**src/rtl/pc_fetch.sv**
```systemverilog
// Instruction fetch stage: owns the PC, fetches over a req/ack handshake,
// holds the fetched word for decode/execute and commits the next PC on exec_done.
module pc_fetch #(
  parameter logic [31:0] RESET_PC = 32'h0000_0000,
  parameter int          TIMEOUT  = 16
) (
  input  logic        clk,
  input  logic        rst,
  output logic        imem_req,
  output logic [31:0] imem_addr,
  input  logic        imem_ack,
  input  logic [31:0] imem_rdata,
  output logic [31:0] instr,
  output logic [5:0]  opcode,
  output logic        instr_valid,
  input  logic        exec_done,
  input  logic        branch,
  input  logic        mux_pc_branch,
  input  logic        mux_branch_jump,
  input  logic        alu_zero,
  output logic [31:0] pc,
  output logic [31:0] pc_plus4,
  output logic        fetch_err
);

  localparam int CNT_W = $clog2(TIMEOUT + 1);

  typedef enum logic [1:0] {IDLE, FETCH, ISSUE, FAULT} state_t;

  state_t             state, state_nxt;
  logic [CNT_W-1:0]   wait_cnt;
  logic               last_wait;
  logic               br_taken;
  logic [31:0]        br_offset;
  logic [31:0]        jump_target;
  logic [31:0]        next_pc;

  // The current FETCH cycle is the T-th one without an ack.
  assign last_wait = (wait_cnt == CNT_W'(TIMEOUT - 1));

  assign pc_plus4    = pc + 32'd4;
  assign br_taken    = branch & mux_pc_branch & alu_zero;
  assign br_offset   = {{14{instr[15]}}, instr[15:0], 2'b00};
  assign jump_target = {pc_plus4[31:28], instr[25:0], 2'b00};

  always_comb begin
    if (!mux_branch_jump) next_pc = jump_target;
    else if (br_taken)    next_pc = pc_plus4 + br_offset;
    else                  next_pc = pc_plus4;
  end

  // NOTE: sequential state uses non-blocking assignments so every register
  // samples the pre-edge values, independent of statement order.
  always_ff @(posedge clk) begin
    if (rst) state <= IDLE;
    else     state <= state_nxt;
  end

  // NOTE: default assignment first so no path through the case leaves
  // state_nxt unassigned, which would infer a latch.
  always_comb begin
    state_nxt = state;
    unique case (state)
      IDLE:  state_nxt = FETCH;
      FETCH: begin
        if (imem_ack)       state_nxt = ISSUE;
        else if (last_wait) state_nxt = FAULT;
      end
      ISSUE: if (exec_done) state_nxt = FETCH;
      FAULT: state_nxt = FAULT;
      default: state_nxt = IDLE;
    endcase
  end

  always_comb begin
    imem_req    = (state == FETCH);
    instr_valid = (state == ISSUE);
    fetch_err   = (state == FAULT);
  end

  // Ack takes priority over the timeout in the same cycle.
  always_ff @(posedge clk) begin
    if (rst) begin
      pc       <= RESET_PC;
      instr    <= '0;
      wait_cnt <= '0;
    end else begin
      if (state == FETCH && !imem_ack && !last_wait) wait_cnt <= wait_cnt + 1'b1;
      else                                           wait_cnt <= '0;
      if (state == FETCH && imem_ack) instr <= imem_rdata;
      if (state == ISSUE && exec_done) pc <= next_pc;
    end
  end

  assign imem_addr = pc;
  assign opcode    = instr[31:26];

endmodule

```
**config.mk**
```make
export PLATFORM = sky130hd
export DESIGN_NAME = pc_fetch
export DESIGN_NICKNAME = d
export VERILOG_FILES = /design/src/rtl/pc_fetch.sv
export SDC_FILE = /design/constraint.sdc
export NUM_CORES = 1
export LEC_CHECK = 0
export ABC_AREA = 1
export CAP_MARGIN = 20
export CORE_ASPECT_RATIO = 0.7
export CORE_UTILIZATION = 44
export DETAILED_ROUTE_END_ITERATION = 10
export PLACE_DENSITY_LB_ADDON = 0.25
export SLEW_MARGIN = 20
export SYNTH_ARGS = -nofsm -noshare
export SYNTH_HDL_FRONTEND = slang
export SYNTH_SLANG_ARGS = --single-unit
```
**constraint.sdc**
```tcl
create_clock -name clk -period 2.4 [get_ports clk]
set_input_delay 0.48 -clock clk [delete_from_list [all_inputs] [get_ports clk]]
set_output_delay 0.48 -clock clk [all_outputs]
set_load 0.02 [all_outputs]
```
==> results of run 1 <==
-- state kept, by name, indices dropped and copies added (netlist names) --
register   cells
state          2
imem_addr     30
wait_cnt       5
instr         32
-- logic make-up after synthesis --
logic type | after synthesis | share of synthesized area [%]
flops | 69 | 22.79
simple gates | 468 | 33.64
buf+inv | 195 | 14.82
other cells | 1 | 0.06186
xor+xnor | 19 | 2.993
compound gates | 197 | 17.52
fa+ha+maj | 39 | 8.173
-- final timing paths --
| path | start | end | cells past startpoint |
|---|---|---|---|
| worst max-delay path | imem_addr[8] | imem_addr[25] | 17 |
| worst min-delay path | wait_cnt[0] | wait_cnt[0] | 1 |
| worst min register to register | wait_cnt[0] | wait_cnt[0] | 1 |
| worst max register to register | imem_addr[8] | imem_addr[25] | 17 |
-- metrics by stage --
| stage | power [mW] | area (sq um) | instances | TNS, ps |
|---|---|---|---|---|
| 4_1_cts | 3.817 | 10460 | 1494 | -5743 |
| 2_1_floorplan | 1.791 | 6475 | 993 | -1895 |
| 3_3_place_gp | 2.258 | 9333 | 1456 | -8141 |
| 6_report | 4.013 | 11310 | 1506 | -12420 |
| 3_5_place_dp | 2.269 | 9333 | 1456 | -9691 |
| 5_1_grt | 4.120 | 11310 | 1506 | -14620 |
-- per-layer routing --
layer,global-route usage (%),up-vias,routed length (um)
met4,12.24,0,2221
met5,0,-,0
met1,51.13,4171,11920
met2,60.18,878,14530
met3,10.26,270,4739
li1,-,3802,-
-- power groups by stage --
stage               clock [mW]  combinational [mW]  sequential [mW]
floorplan                    0               0.448             1.34
global placement             0               0.983             1.27
detailed placement           0               0.993             1.28
CTS                       1.47                1.09             1.25
global route              1.53                1.33             1.26
finish                    1.47                1.28             1.26
-- layout make-up --
type	instances	area [sq um]
clock buffers	10	229.0
repair buffers	380	3369
multi-input cells	729	5451
flip-flops and latches	69	1441
clock inverters	6	86.33
inverters	127	498.0
fillers	682	2006
well taps	185	231.5
-- Yosys cell counts, types with 2 or more instances --
| cell | n | area share [%] |
|---|---|---|
| nor4_1 | 4 | 0.41 |
| a21oi_1 | 109 | 9.0 |
| nand2_2 | 6 | 0.62 |
| inv_2 | 4 | 0.25 |
| ha_1 | 38 | 7.8 |
| nor2_1 | 83 | 5.1 |
| inv_1 | 121 | 7.5 |
| or2_0 | 2 | 0.21 |
| o21bai_1 | 6 | 0.74 |
| a21o_1 | 5 | 0.62 |
| buf_1 | 2 | 0.12 |
| nand4_1 | 8 | 0.83 |
| o21ai_1 | 7 | 0.58 |
| a21oi_2 | 3 | 0.43 |
| nor3_1 | 12 | 0.99 |
| and2_1 | 4 | 0.41 |
| clkinv_1 | 2 | 0.12 |
| dfxtp_1 | 69 | 23 |
| nand2_1 | 267 | 17 |
| xor2_1 | 10 | 1.4 |
| nand3_1 | 62 | 5.1 |
| nor2_2 | 4 | 0.41 |
| buf_2 | 4 | 0.33 |
| buf_4 | 43 | 5.3 |
| a221oi_1 | 2 | 0.29 |
| xnor2_1 | 7 | 1.0 |
| nor2_4 | 6 | 1.1 |
| nand3b_1 | 2 | 0.25 |
| a22oi_1 | 2 | 0.25 |
| clkbuf_1 | 19 | 1.2 |
| o211ai_1 | 5 | 0.62 |
| o21ai_0 | 54 | 4.5 |
-- critical path: stages, from the launching register on --
cell and delay [ps]:
dfxtp_4 370, nand2_2 100, nor2_4 200, inv_1 100, nor2_4 140, buf_6 130
xor2_4 260, ha_4 290, nand2_4 100, nor2_2 60, nor2_2 160, buf_4 150
nor2_2 40, o21bai_1 210, nand3_1 160, nand2_1 120, nand3_2 160, a21oi_2 170
-- timing repair --
action | 4_1_cts | 5_1_grt
buffers inserted | 24 | 17
setup endpoints to repair | 53 | 55
resized for setup | 243 | 224
pin swaps | 60 | 93
==> results.toml, run 1 <==
[run_status]
violations = "setup timing"
outcome = "finished with violations"

[routing]
postRouteWirelength_um = 33420
viasPerCell = 6.056
route.vias.total = 9121
wl_per_cell_um = 22.19
drtPass1Iterations = 7
drt_iter0_drc = 1280
drc = 0
final_antenna_net_count = 0

[die]
die_y_um = 100.2
core_sq_mm = 0.01331
core.rowCount = 35
die_area_sq_mm = 0.01426
top_level_ports = 177
die_w_um = 142.3
start_util_pct = 45.54

[global_route]
track_usage_pct = 38.37
overflow = 0
antenna_found_initial = 0
grt_pass1_wl_um = 41750
grt_pass1_vias = 7811
grt_max_degree = 34

[power]
p_switching_mw = 1.342
seq_power_share_pct = 31.4
power.internal_mw = 2.672
clkPwrFrac_pct = 36.7
p_per_area_mw_per_mm2 = 354.9
power_leakage_nw = 5.067
switching_share_pct = 33.43
p_comb_share_pct = 31.9
ir_worst_vdd_uv = 288.6

[sta]
finalMaxSlewViolations = 0
timing.final.ws_setup_ps = -598.4
setup_violations = 44
post-route-min-period_ps = 2998
worst_slew_pin_slew_ps = 501.3
rsz0062_at_grt = "yes"
whs_ps = 453.3
max_clock_freq_mhz = 333.5
skew_ps = 7.841
timing.final.crit_share_pct = 124.9
relSlewSlack_pct = 66.23
final_hold_viol_count = 0

[clocking]
cts_tree = "built"
clock-sinks = 69
clk_pin_slew_ps = 60
cts_buffers = 9
root_buffer = "clkbuf_16"
worst_skew_pair.late_latency_ps = 340
clock_path_buffers = 2
cts_max_level = 3
postCtsHoldBufs = 0

[synth]
ys_seq_elements = 69
yosys_warnings = 0
ys_types = 48
syn-instance-count = 988
synth_edf_count = 0
synth.avg_cell_area_sq_um = 6.136
synth-seq-area-share_pct = 22.79
synthFlopType = "dfxtp_1"
syn_area_sq_mm = 0.006062
synthArstFlopShare_pct = 0

[placement]
hpwl_um = 19390
io_buffers = 170
place_congestion = 0.9821
pre_cts_ws_ps = -504.1

[worst_hold_path]
hp-class = "reg -> reg"

[finish]
syn_to_final_growth_pct = 86.52
final_common_cell = "buf_4"
fin_util_pct = 84.93
mostFrequentLayoutCells = "buf_4 (185), nand2_1 (181), clkdlybuf4s50_1 (142)"
layout-drive-gt1-share_pct = 44.74
nNetsFinal = 1395
antenna_cells = 0

[setup_path]
setup.worst_path.start_class = "register"
crit_fanout = 5
arrival_ps = 3280
end_kind = "register"
rrSetupSlack_ps = -600
cp_data_required_time_ps = 2680
crit_type = "reg -> reg"

[run]
cap_violations = 0
No activity file was read; power rests on OpenSTA's default activity.
==> run 2: changes to the inputs <==
--- a/config.mk
+++ b/config.mk
@@ -8,8 +8,9 @@
 export ABC_AREA = 1
 export CAP_MARGIN = 20
 export CORE_ASPECT_RATIO = 0.7
-export CORE_UTILIZATION = 44
+export CORE_UTILIZATION = 59
 export DETAILED_ROUTE_END_ITERATION = 10
+export DONT_BUFFER_PORTS = 1
 export PLACE_DENSITY_LB_ADDON = 0.25
 export SLEW_MARGIN = 20
 export SYNTH_ARGS = -nofsm -noshare
==> run 2 against run 1 <==
  * The run now fails in 5_1_grt
  * Synthesized cell count unchanged
  * Synthesized area unchanged
==> results.toml, run 2 <==
[run_status]
outcome = "aborted with a tool error"
stop_stage = "5_1_grt"
error_line = "[ERROR DPL-0038] Utilization greater than 100%, impossible to legalize"

[placement]
io_buffers = 0
place_congestion = 0.9719
hpwl_um = 17950
place_area_sq_mm = 0.007840

[clocking]
clock-sinks = 69
clock_path_buffers = 2
cts_buffers = 9
cts_max_level = 3
root_buffer = "clkbuf_16"

[synth]
synth-seq-area-share_pct = 22.79
ys_top_cells_by_area = "dfxtp_1 (23%), nand2_1 (17%), a21oi_1 (9.0%)"
ys_types = 48
synthFlopType = "dfxtp_1"
synth.avg_cell_area_sq_um = 6.136
yosys-top-cells-count = "nand2_1 (267), inv_1 (121), a21oi_1 (109), nor2_1 (83), dfxtp_1 (69)"
syn_area_sq_mm = 0.006062
yosysTopAreaCellShare_pct = 22.79
synth_edf_count = 0
syn-instance-count = 988
ys_seq_elements = 69
synthArstFlopShare_pct = 0
synth_top_area_cell = "dfxtp_1"
yosysMostFrequentCell = "nand2_1"
yosys_warnings = 0

[die]
die_w_um = 123.2
start_util_pct = 61.64
die_y_um = 86.81
core.rowCount = 30
top_level_ports = 177

[global_route]
grt_max_degree = 34

[sta]
worstEpCategory = "sequential cell input"
grt-worst-endpoint = "imem_addr[31]$_SDFFE_PP0P_/D"
-- run 2: cell counts after synthesis --
Identical to the previous run, type by type.
-- run 2: logic make-up after synthesis --
logic type	Yosys count	share of synthesized area (%)
AND/OR/NAND/NOR	468	33.64
AO/OA/AOI/OAI	197	17.52
buffers and inverters	195	14.82
flip-flops	69	22.79
adder cells (fa/ha/maj)	39	8.173
XOR/XNOR	19	2.993
other	1	0.06186
-- run 2: through the flow --
step	hold WS (ps)	utilization [%]	instances	setup slack [ps]
after global placement	429.4	79.72	1268	-461.8
after CTS	183.8	90.31	1304	-365.4
after detailed placement	437.6	79.72	1268	-511.8
after floorplan	417.6	-	993	-166.9
-- run 2: timing repair --
item / in CTS
setup buffers: 20
resized for setup: 137
hold endpoints to repair: 0
pin swaps: 47
setup endpoints to repair: 36
hold buffers: 0
==> run 3: changes to the inputs <==
--- a/config.mk
+++ b/config.mk
@@ -7,11 +7,10 @@
 export LEC_CHECK = 0
 export ABC_AREA = 1
 export CAP_MARGIN = 20
-export CORE_ASPECT_RATIO = 0.7
-export CORE_UTILIZATION = 59
+export CORE_UTILIZATION = 40
 export DETAILED_ROUTE_END_ITERATION = 10
 export DONT_BUFFER_PORTS = 1
-export PLACE_DENSITY_LB_ADDON = 0.25
+export PLACE_DENSITY_LB_ADDON = 0.15
 export SLEW_MARGIN = 20
 export SYNTH_ARGS = -nofsm -noshare
 export SYNTH_HDL_FRONTEND = slang
==> constraint.sdc (replaced) <==
create_clock -name clk -period 3.12 [get_ports clk]
set_input_delay 0.624 -clock clk [delete_from_list [all_inputs] [get_ports clk]]
set_output_delay 0.624 -clock clk [all_outputs]
set_load 0.02 [all_outputs]
==> run 3 against run 2 <==
  * The flow now finishes, with violations (DRC)
==> results.toml, run 3 (synthesized netlist as in run 1, its figures left out) <==
[sta]
setup_violations = 0
worst_slew_pin_slew_ps = 682.8
whs_ps = 332.6
finalMaxSlewViolations = 0
timing.final.crit_share_pct = 93.41
final_hold_viol_count = 0
max_clock_freq_mhz = 343.1
relSlewSlack_pct = 54.43
skew_ps = 10.88
post-route-min-period_ps = 2914

[global_route]
grt_max_degree = 49
overflow = 0
grt_pass1_vias = 6043
track_usage_pct = 27.56
grt_pass1_wl_um = 33170
antenna_found_initial = 0

[setup_path]
crit_type = "reg -> reg"
cp_data_required_time_ps = 3400
cpMostUsedCell = "nand2_1"
cp_slowest_cell = "dfxtp_2"
cp_cell_sequence = "buf_4, inv_1, nor2_4, nand2_2, nor2_1, xnor2_1, inv_1, ha_1, a21oi_2, o21ai_0, a21oi_1, nand2_1, nand2_1, nand2_1, nand2_1, nand3_1, a21oi_1"
crit_fanout = 4
cpPeakStageDelay_ps = 360
critPathLaunch = "imem_addr[2]"
timing.rr.start = "imem_addr[2]"
arrival_ps = 3200
setup.worst_path.start_class = "register"
end_kind = "register"
reg2reg_depth = 17

[clocking]
clock_path_buffers = 2
postCtsHoldBufs = 0
cts_buffers = 9
root_buffer = "clkbuf_16"
cts_tree = "built"
clk_pin_slew_ps = 70
worst_skew_pair.late_latency_ps = 350
clock-sinks = 69
cts_max_level = 3

[placement]
place_area_sq_mm = 0.006520
hpwl_um = 16940
io_buffers = 0
place_congestion = 0.9377

[finish]
largest_reg_flops = 32
fillers = 1583
mostFrequentLayoutCells = "nand2_1 (263), inv_1 (118), a21oi_1 (100)"
fin_util_pct = 48.15
antenna_cells = 0
top_register = "instr"
nNetsFinal = 1101
postLayoutCellArea_sq_mm = 0.007052
syn_to_final_growth_pct = 16.33
layout-drive-gt1-share_pct = 17.82
final_common_cell = "nand2_1"

[routing]
viasPerCell = 5.225
route.vias.total = 6327
postRouteWirelength_um = 21400
wl_per_cell_um = 17.67
drc = 18
drtPass1Iterations = 8
final_antenna_net_count = 0
drt_iter0_drc = 487

[die]
core_sq_mm = 0.01464
die_area_sq_mm = 0.01565
top_level_ports = 177
die_y_um = 125.1
start_util_pct = 41.40
core.rowCount = 44
die_w_um = 125.1

[run_status]
outcome = "finished with violations"
violations = "DRC"

[power]
p_switching_uw = 853.3
p_comb_share_pct = 17.3
clkPwrFrac_pct = 44.7
switching_share_pct = 32.33
ir_worst_vdd_uv = 274.7
p_per_area_mw_per_mm2 = 374.3
power.internal_mw = 1.786
seq_power_share_pct = 38.0
p_total_mw = 2.639
power_leakage_nw = 3.330

[worst_hold_path]
hp-class = "in -> reg"
whs_path_depth = 1
hp-start = "rst"

[run]
cap_violations = 0
-- run 3: critical path, delay by kind of cell (launching register included) --
| family | cells | cell delay [ps] |
|---|---|---|
| buf+inv | 3 | 370 |
| simple gates | 8 | 970 |
| fa+ha+maj | 1 | 350 |
| compound gates | 4 | 650 |
| xor+xnor | 1 | 150 |
| flops | 1 | 360 |
-- run 3: layout make-up --
type / instances / area (sq um) / share of cell area [%]
multi-input combinational: 729 / 3975 / 56.37
timing repair buffer: 86 / 645.6 / 9.155
tap: 184 / 230.2 / 3.265
clock buffer: 9 / 225.2 / 3.194
inverter: 127 / 476.7 / 6.760
clock inverter: 7 / 106.4 / 1.508
sequential: 69 / 1393 / 19.75
-- run 3: power by group through the flow --
stage                     Combinational, mW  Sequential, mW  Clock, mW
after floorplan                       0.319            1.03          0
after global placement                0.441            1.02          0
after detailed placement              0.441            1.02          0
after CTS                             0.443            1.00       1.20
after global routing                  0.508            1.01       1.24
final                                 0.457            1.00       1.18
-- run 3: stage by stage --
step | std cells | TNS, ps | setup slack [ps]
final | 1211 | 0 | 205.6
after global routing | 1211 | -60.81 | -24.91
after CTS | 1209 | 0 | 35.70
after detailed placement | 1193 | -8.751 | -8.751
after global placement | 1193 | -20.32 | -20.32
after floorplan | 993 | 0 | 132.9
-- run 3: worst paths after layout --
path                   endpoint  slack (ps)
hold reg to reg     wait_cnt[0]         440
setup / recovery  imem_addr[26]         210
setup reg to reg  imem_addr[26]         210
hold / removal    imem_addr[24]         330
-- run 3: routing by layer --
layer,wire length [um],GRT usage [%]
met2,9764,45.09
met4,569,9.900
met5,0,0
met3,1518,6.418
met1,9543,35.36
-- run 3: what timing repair did --
action | 4_1_cts | 5_1_grt
setup buffers | 0 | 2
pin swaps | 0 | 7
setup endpoints to repair | 3 | 17
resized for setup | 2 | 55
hold endpoints to repair | 0 | 0
